$ cat config.mk
export PLATFORM = sky130hd
export DESIGN_NAME = branch_predict_unit
export DESIGN_NICKNAME = d
export VERILOG_FILES = /design/src/rtl/branch_predict_unit.sv
export SDC_FILE = /design/constraint.sdc
export NUM_CORES = 1
export LEC_CHECK = 0
export ABC_CLOCK_PERIOD_IN_PS = 10700
export BUFFER_PORTS_ARGS = -buffer_cell sky130_fd_sc_hd__buf_2
export CAP_MARGIN = 20
export CORE_ASPECT_RATIO = 0.6
export CORE_MARGIN = 2
export CORE_UTILIZATION = 51
export CTS_BUF_LIST = sky130_fd_sc_hd__clkbuf_16
export DETAILED_ROUTE_END_ITERATION = 8
export GPL_ROUTABILITY_DRIVEN = 0
export PLACE_DENSITY = 0.68
export SLEW_MARGIN = 30
export SYNTH_ARGS = -nofsm -noshare
export SYNTH_HDL_FRONTEND = slang
export SYNTH_SLANG_ARGS = --single-unit
export TNS_END_PERCENT = 100
$ cat constraint.sdc
create_clock -name clk -period 10.7 [get_ports clk]
set_input_delay 1.07 -clock clk [delete_from_list [all_inputs] [get_ports clk]]
set_output_delay 1.07 -clock clk [all_outputs]
set_load 0.1 [all_outputs]
$ cat src/rtl/branch_predict_unit.sv
// Fetch-stage branch predictor: gshare direction table, direct-mapped BTB, and next-PC select.
// Optional statistics counters are compiled in with BPU_STATS_EN.
module branch_predict_unit #(
   parameter int BHR_BITS     = 3,
   parameter int PHT_IDX_BITS = 5,
   parameter int BTB_IDX_BITS = 4
) (
   input  logic                clk,
   input  logic                rst_n,
   input  logic [31:0]         fetch_pc,
   output logic                pred_taken,
   output logic [31:0]         pred_target,
   output logic [BHR_BITS-1:0] pred_bhr,
   input  logic                ex_is_branch,
   input  logic                ex_is_jump,
   input  logic [31:0]         ex_pc,
   input  logic                ex_taken,
   input  logic [31:0]         ex_target,
   input  logic                ex_pred_taken,
   input  logic [BHR_BITS-1:0] ex_pred_bhr,
   input  logic                ex_addr_ok,
`ifdef BPU_STATS_EN
   output logic [31:0]         stat_total,
   output logic [31:0]         stat_correct,
   output logic [31:0]         stat_incorrect,
   input  logic                clr_total,
   input  logic                clr_correct,
   input  logic                clr_incorrect,
`endif
   output logic [31:0]         next_pc,
   output logic                redirect
);

   localparam int PHT_N = 1 << PHT_IDX_BITS;
   localparam int BTB_N = 1 << BTB_IDX_BITS;
   localparam int TAG_W = 30 - BTB_IDX_BITS;

   logic [1:0]              pht_q [PHT_N];
   logic [BHR_BITS-1:0]     bhr_q;
   logic [BTB_N-1:0]        btb_valid_q;
   logic [TAG_W-1:0]        btb_tag_q [BTB_N];
   logic [31:0]             btb_tgt_q [BTB_N];

   logic                    ex_ctrl, ex_tk, ex_ptk;
   logic [PHT_IDX_BITS-1:0] f_pht_idx, u_pht_idx;
   logic [BTB_IDX_BITS-1:0] f_btb_idx, u_btb_idx;
   logic [TAG_W-1:0]        f_tag;
   logic                    btb_hit, gshare_taken;
   logic [1:0]              pht_upd_d;
   logic [1:0]              sel;
   logic                    unused_pc_lsb;

   assign unused_pc_lsb = ^{fetch_pc[1:0], ex_pc[1:0]};

   // Non-control instructions must never look taken to the selector or the fill logic.
   assign ex_ctrl = ex_is_branch | ex_is_jump;
   assign ex_tk   = ex_ctrl & ex_taken;
   assign ex_ptk  = ex_ctrl & ex_pred_taken;

   assign f_pht_idx    = fetch_pc[PHT_IDX_BITS+1:2] ^ PHT_IDX_BITS'(bhr_q);
   assign gshare_taken = pht_q[f_pht_idx][1];
   assign f_btb_idx    = fetch_pc[BTB_IDX_BITS+1:2];
   assign f_tag        = fetch_pc[31:BTB_IDX_BITS+2];
   assign btb_hit      = btb_valid_q[f_btb_idx] && (btb_tag_q[f_btb_idx] == f_tag);

   assign pred_taken  = gshare_taken & btb_hit;
   assign pred_target = btb_tgt_q[f_btb_idx];
   assign pred_bhr    = bhr_q;

   always_comb begin
      sel = 2'd0;
      unique case ({ex_tk, ex_ptk})
         2'b00:   sel = pred_taken ? 2'd1 : 2'd0;
         2'b01:   sel = 2'd2;
         2'b10:   sel = 2'd3;
         default: sel = ex_addr_ok ? (pred_taken ? 2'd1 : 2'd0) : 2'd3;
      endcase
   end

   always_comb begin
      next_pc = fetch_pc + 32'd4;
      unique case (sel)
         2'd0:    next_pc = fetch_pc + 32'd4;
         2'd1:    next_pc = pred_target;
         2'd2:    next_pc = ex_pc + 32'd4;
         default: next_pc = ex_target;
      endcase
   end

   assign redirect = sel[1];

   // Training uses the history the branch saw at fetch, not the current BHR.
   assign u_pht_idx = ex_pc[PHT_IDX_BITS+1:2] ^ PHT_IDX_BITS'(ex_pred_bhr);

   always_comb begin
      pht_upd_d = pht_q[u_pht_idx];
      if (ex_taken && pht_q[u_pht_idx] != 2'b11)
         pht_upd_d = pht_q[u_pht_idx] + 2'b01;
      else if (!ex_taken && pht_q[u_pht_idx] != 2'b00)
         pht_upd_d = pht_q[u_pht_idx] - 2'b01;
   end

   always_ff @(posedge clk or negedge rst_n) begin
      if (!rst_n) begin
         for (int i = 0; i < PHT_N; i++) pht_q[i] <= 2'b01;
         bhr_q <= '0;
      end else if (ex_is_branch) begin
         pht_q[u_pht_idx] <= pht_upd_d;
         bhr_q            <= {bhr_q[BHR_BITS-2:0], ex_taken};
      end
   end

   assign u_btb_idx = ex_pc[BTB_IDX_BITS+1:2];

   always_ff @(posedge clk or negedge rst_n) begin
      if (!rst_n)
         btb_valid_q <= '0;
      else if (ex_tk)
         btb_valid_q[u_btb_idx] <= 1'b1;
   end

   always_ff @(posedge clk) begin
      if (ex_tk) begin
         btb_tag_q[u_btb_idx] <= ex_pc[31:BTB_IDX_BITS+2];
         btb_tgt_q[u_btb_idx] <= ex_target;
      end
   end

`ifdef BPU_STATS_EN
   logic [31:0] total_q, correct_q, incorrect_q;

   always_ff @(posedge clk or negedge rst_n) begin
      if (!rst_n) begin
         total_q     <= '0;
         correct_q   <= '0;
         incorrect_q <= '0;
      end else begin
         if (clr_total)                  total_q     <= '0;
         else if (ex_ctrl)               total_q     <= total_q + 32'd1;
         if (clr_correct)                correct_q   <= '0;
         else if (ex_ctrl && !redirect)  correct_q   <= correct_q + 32'd1;
         if (clr_incorrect)              incorrect_q <= '0;
         else if (ex_ctrl && redirect)   incorrect_q <= incorrect_q + 32'd1;
      end
   end

   assign stat_total     = total_q;
   assign stat_correct   = correct_q;
   assign stat_incorrect = incorrect_q;
`endif

endmodule

Yosys cells after proc, flatten, opt, wreduce, memory -nomap -nowiden
Memory sizes are Yosys's and may differ from the RTL's.
Cells that the tools add are included.
- register bits after elaboration: 83
- latch bits: 0
- bits in writable memories: 928
- ROM bits: 0
- input port bits: 106
- logic and storage cells: 91
- memories kept: 2
- add/subtract/negate cells: 4
- $mul: 0
- divide/modulo/power cells: 0
- order comparisons: 6
- equal/unequal tests: 6
- shift-type cells: 0
- muxes and demuxes: 21
- bitwise gates (word level): 9
- reductions and logical operators: 9
- memories (memory ; words ; bits a word ; rd ports ; clocked after Yosys merged registers in ; wr ports ; RTL line ; text):
    btb_tgt_q ; 16 ; 32 ; 1 ; 0 ; 1 ; 42 ; logic [31:0] btb_tgt_q [BTB_N];
    btb_tag_q ; 16 ; 26 ; 1 ; 0 ; 1 ; 41 ; logic [TAG_W-1:0] btb_tag_q [BTB_N];
- operator list (cell ; number):
    32-bit one-hot mux with 3 select lines ; 1
    32-bit by 3-bit adder with 32-bit output (second input constant) ; 2
    64-bit bitwise mux ; 1
    26-bit equality test ; 1
    2-bit binary-select mux with 5-bit select ; 2
    2-bit 2-to-1 mux ; 8
    16-bit bitwise OR ; 1
    6-bit >= comparator (second input constant) ; 2
    5-bit inverter with 6-bit output ; 2
    2-bit demux with 5-bit select ; 1
    4-bit by 5-bit < comparator with 1-bit output (second input constant) ; 2
    5-bit by 3-bit XOR with 5-bit output ; 2
    6-bit by 1-bit < comparator with 1-bit output (second input constant) ; 1
    2-bit one-hot mux with 3 select lines ; 1
    1-bit logical AND ; 5
    1-bit 2-to-1 mux ; 5
    1-bit binary-select mux with 4-bit select ; 1
    1-bit demux with 4-bit select ; 1
    2-bit by 1-bit equality test with 1-bit output (second input constant) ; 2
    2-bit equality test (second input constant) ; 2
    4-bit by 1-bit >= comparator with 1-bit output (second input constant) ; 1
    2-bit zero test ; 2
    1-bit bitwise AND ; 3
    2-bit by 1-bit adder with 2-bit output (second input constant) ; 1
    5 further kinds ; 5

Logic depth before layout (Yosys ltp)
- word-level depth: 11
- gate-level depth with buffers: 26
- gate-level depth less buffers: 20

Worst setup path after synthesis
Ideal clock, no wire load.
- path kind: input to output
- from: in fetch_pc[2]
- to: out next_pc[2]
- data arrival time: 6.928 ns
- data required time: 9.630 ns
- slack: 2.702 ns
- cell stages on the path: 13
- buffers on the path: 3
- path through: buf_6 > buf_8 > mux4_2 > mux4_2 > xnor2_1 > nand2_1 > nor3_1 > o2111ai_2 > nor4b_4 > o22ai_2 > buf_6 > mux2i_1 > a221oi_1
- word-level cells in the longest chain between the ends: 11
- elaborated cells on any way between the ends: 20
- those cells by class: add/sub (1); eq/ne (3); mux (9); bitwise (3); reduce/logical (2); memory (2)
- ends and longest elaborated chain (what ; RTL line ; text):
    start, declared ; 10 ; input logic [31:0] fetch_pc,
    parallel branches: the longest is 5 deep, another holds memory read 16 x 26 bit ; - ;
    1-bit bitwise AND (*) ; 66 ; assign pred_taken = gshare_taken & btb_hit;
    net pred_taken ; 11 ; output logic pred_taken,
    1-bit 2-to-1 mux (*) ; 73, 76 ;
    2-bit 2-to-1 mux ; 76 ; default: sel = ex_addr_ok ? (pred_taken ? 2'd1 : 2'd0) : 2'd3;
    2-bit one-hot mux with 3 select lines (*) ; 72 ; unique case ({ex_tk, ex_ptk})
    2-bit equality test, or another cell as far along ; 82 ; unique case (sel)
    32-bit one-hot mux with 3 select lines (*) ; 82 ;
    end, declared ; 30 ; output logic [31:0] next_pc,
Mark *: on every way through the listed nets, which the timed path passes. The select of a mux whose other input is x is not followed.

Worst setup path after layout
- from: in fetch_pc[4]
- to: out next_pc[26]
- word-level cells in the longest chain between the ends: 11
- elaborated cells on any way between the ends: 20
- those cells by class: add/sub (1); eq/ne (3); mux (9); bitwise (3); reduce/logical (2); memory (2)
- ends and longest elaborated chain (what ; RTL line):
    parallel branches: the longest is 10 deep, another holds memory read 16 x 26 bit ; -
    32-bit one-hot mux with 3 select lines (*) ; 82
Every way passes the cells marked *. The select of a mux whose other input is x is not followed.

==> metrics.cfg <==
[place]
port_buffers = 174
dpl.hpwl_um = 65100
placed_cell_area_um2 = 44300
dp_cells = 3307

[logic_synthesis]
synth-simple-area-share = 0.0349
synthCells = 2107
synthAdderAreaFrac = 0.00178
ys_seq_elements = 1011
yosys.area.top_type = edfxtp_1
synthTopCellsByArea = edfxtp_1 66%, mux4_2 15%, dfrtp_1 3.0%, mux2_2 2.2%, mux2i_1 2.2%
synth_common_cells = 928 x edfxtp_1, 274 x mux4_2, 91 x mux2i_1
synth_compound_area_frac = 0.0253
synth.top_cell.area_share = 0.662
synth_top_family_by_area = multiplexers
ys.flop_type = edfxtp_1
avgSynthCellArea_um2 = 20.0
synth-edff-count = 928
synthMuxAreaShare = 0.190
synth-async-reset-ratio = 0.0821
synthesis.nets = 2219
ys_types = 62
synth_xor_area_frac = 0.0200
syn-cell-area_um2 = 42100
ys.warnings.count = 0
seq_area_frac_synth = 0.713
synth_most_common_cell = edfxtp_1

[floorplanning]
die_w_um = 375
core_um2 = 81600
die_area_um2 = 84900
fp.dieH_um = 226
ioPinCount = 175
rows = 81
start_util = 0.516

[global_route]
grt_overflow = 0
grt_pass1_vias = 21800
grt_usage = 0.261
antenna_found_initial = 16
grt_start_max_net_pins = 84
grt_pass1_wl_um = 156000

[worst_setup_path]
crit_arrival_ps = 7480
reg2regPathDepth = 10
worst_r2r_endpoint = pht_q[40]
r2r_start = pht_q[50]
startpoint_type = input pin
crit_type = in -> out
worst_setup_path_end_kind = primary output
cp_max_fo = 79
r2r_setup_slack_ps = 7690
worstPathRequired_ps = 9630

[timing]
setup_viol_count_final = 0
timing.final.crit_share = 0.799
whs_ps = 411
fmax_ghz = 0.117
finalHoldViolCount = 0
report.final.slew_viol_count = 0
slew_headroom = 0.348
tightest_slew_ps = 976
finalSetupTns_ps = 0
rsz0062_at_grt = no
clock_skew_ps = 17.2
final.min_clock_period_ps = 8550

[clocking]
clockBufferDepth = 3
cts_hold_buffers = 0
htreeDepth = 3
clk_pin_slew_ps = 60
postCtsSetupRepairBufs = 0
root_buffer = clkbuf_16
cts.sinks = 1011
clk-insertion-delay-late_ps = 690
numCtsBuffers = 90
post_cts_resized = 0
cts_tree = done

[routing]
vias = 22200
drt-pass1-iter-count = 6
drc_errors = 0
ant_nets = 0
viasPerCell = 6.40
post_drt_wl_per_cell_um = 31.6
drt_iter0_drc = 3181
routed_wl_um = 110000

[run]
max-cap-violations = 0

[power]
p_total_w = 0.00906
p_leak_nw = 15.6
power_density_nw_per_um2 = 192
ir_drop_mv = 0.131

[layout]
drive_gt1_frac = 0.337
syn_to_final_growth_pct = 12.2
postLayoutCellArea_um2 = 47200
instances_no_fill = 3477
fillers = 5943
final_nets = 2433

[run_status]
outcome = complete, no violations

[hold_path]
holdCritPathClass = in -> async

## sequential cells by signal, indices dropped and copies added, names as in the netlist
| name | cells |
|---|---|
| btb_tag_q | 416 |
| btb_tgt_q | 512 |
| btb_valid_q | 16 |
| pht_q | 64 |
| pred_bhr | 3 |
## cell usage in the layout (no fill, tap or decap), types with 53 or more instances in the layout
cell / instances
buf_2: 169
buf_4: 53
clkbuf_16: 90
edfxtp_1: 928
mux2_2: 82
mux2i_1: 91
mux4_2: 274
nand2_1: 54
nor2_1: 57
xnor2_1: 64
## where the power goes
group | internal, W | leakage, nW | total (W) | switching (W)
clock | 0.00169 | 1.43 | 0.00313 | 0.00145
sequential | 0.00453 | 9.33 | 0.00463 | 0.0000980
combinational | 0.000438 | 4.86 | 0.00130 | 0.000857
total | 0.00666 | 15.6 | 0.00906 | 0.00240
## logic make-up (layout without fill, tap and decap cells)
| kind of cell | Yosys count | after routing |
|---|---|---|
| DFF | 1011 | 1011 |
| muxes | 447 | 447 |
| and+or+nand+nor | 285 | 285 |
| AOI/OAI and AO/OA | 136 | 136 |
| buffers and inverters | 127 | 412 |
| xor gates and xnor gates | 95 | 95 |
| adders and majority gates | 6 | 6 |
| other | 0 | 6 |
## how the worst max path moves through the flow
| stage | start | end | slack [ps] | cells after the start |
|---|---|---|---|---|
| after floorplan | fetch_pc[2] | next_pc[2] | 2700 | 13 |
| after global placement | fetch_pc[2] | next_pc[26] | 2340 | 21 |
| after detailed placement | fetch_pc[2] | next_pc[26] | 2280 | 21 |
| after CTS | fetch_pc[2] | next_pc[26] | 2270 | 21 |
| after global routing | fetch_pc[2] | next_pc[26] | 1740 | 21 |
| final | fetch_pc[4] | next_pc[26] | 2150 | 22 |
## metrics by stage
step / setup slack (ps) / util
2_1_floorplan: 2700 / -
6_report: 2150 / 0.578
3_3_place_gp: 2340 / 0.543
3_5_place_dp: 2280 / 0.543
4_1_cts: 2270 / 0.578
5_1_grt: 1740 / 0.578
## worst max-delay path, cell delays in order
cell	delay, ps
buf_6	590
buf_12	480
mux4_2	390
mux2i_1	530
xnor2_1	230
o31ai_1	110
nand4_1	270
and4bb_4	310
nor3_4	470
nand2_1	100
o21ai_0	100
ha_1	260
and3_1	220
and3_1	240
nand3_1	200
nor2_1	340
nand3_1	190
nor2_1	190
xor2_1	180
mux2i_1	170
a21oi_1	170
buf_2	440
## cell type report
type                            instances  area (µm²)  share of cell area
Antenna cell                            6        15.0            0.000318
Clock buffer                           90        2250              0.0477
Clock inverter                         73         561              0.0119
Inverter                               20        75.1             0.00159
Multi-Input combinational cell        969       11600               0.246
Sequential cell                      1011       30000               0.635
Tap cell                             1079        1350              0.0286
Timing Repair Buffer                  229        1360              0.0287
## routing by layer
metal  wire length [µm]  up-vias  global-route usage
li1                   -     9077                   -
met1              45200    11700               0.388
met2              48300     1286               0.377
met3              12600      211              0.0708
met4               3580       10              0.0881
met5                 62        -                   0
(Power assumes the default switching activity.)
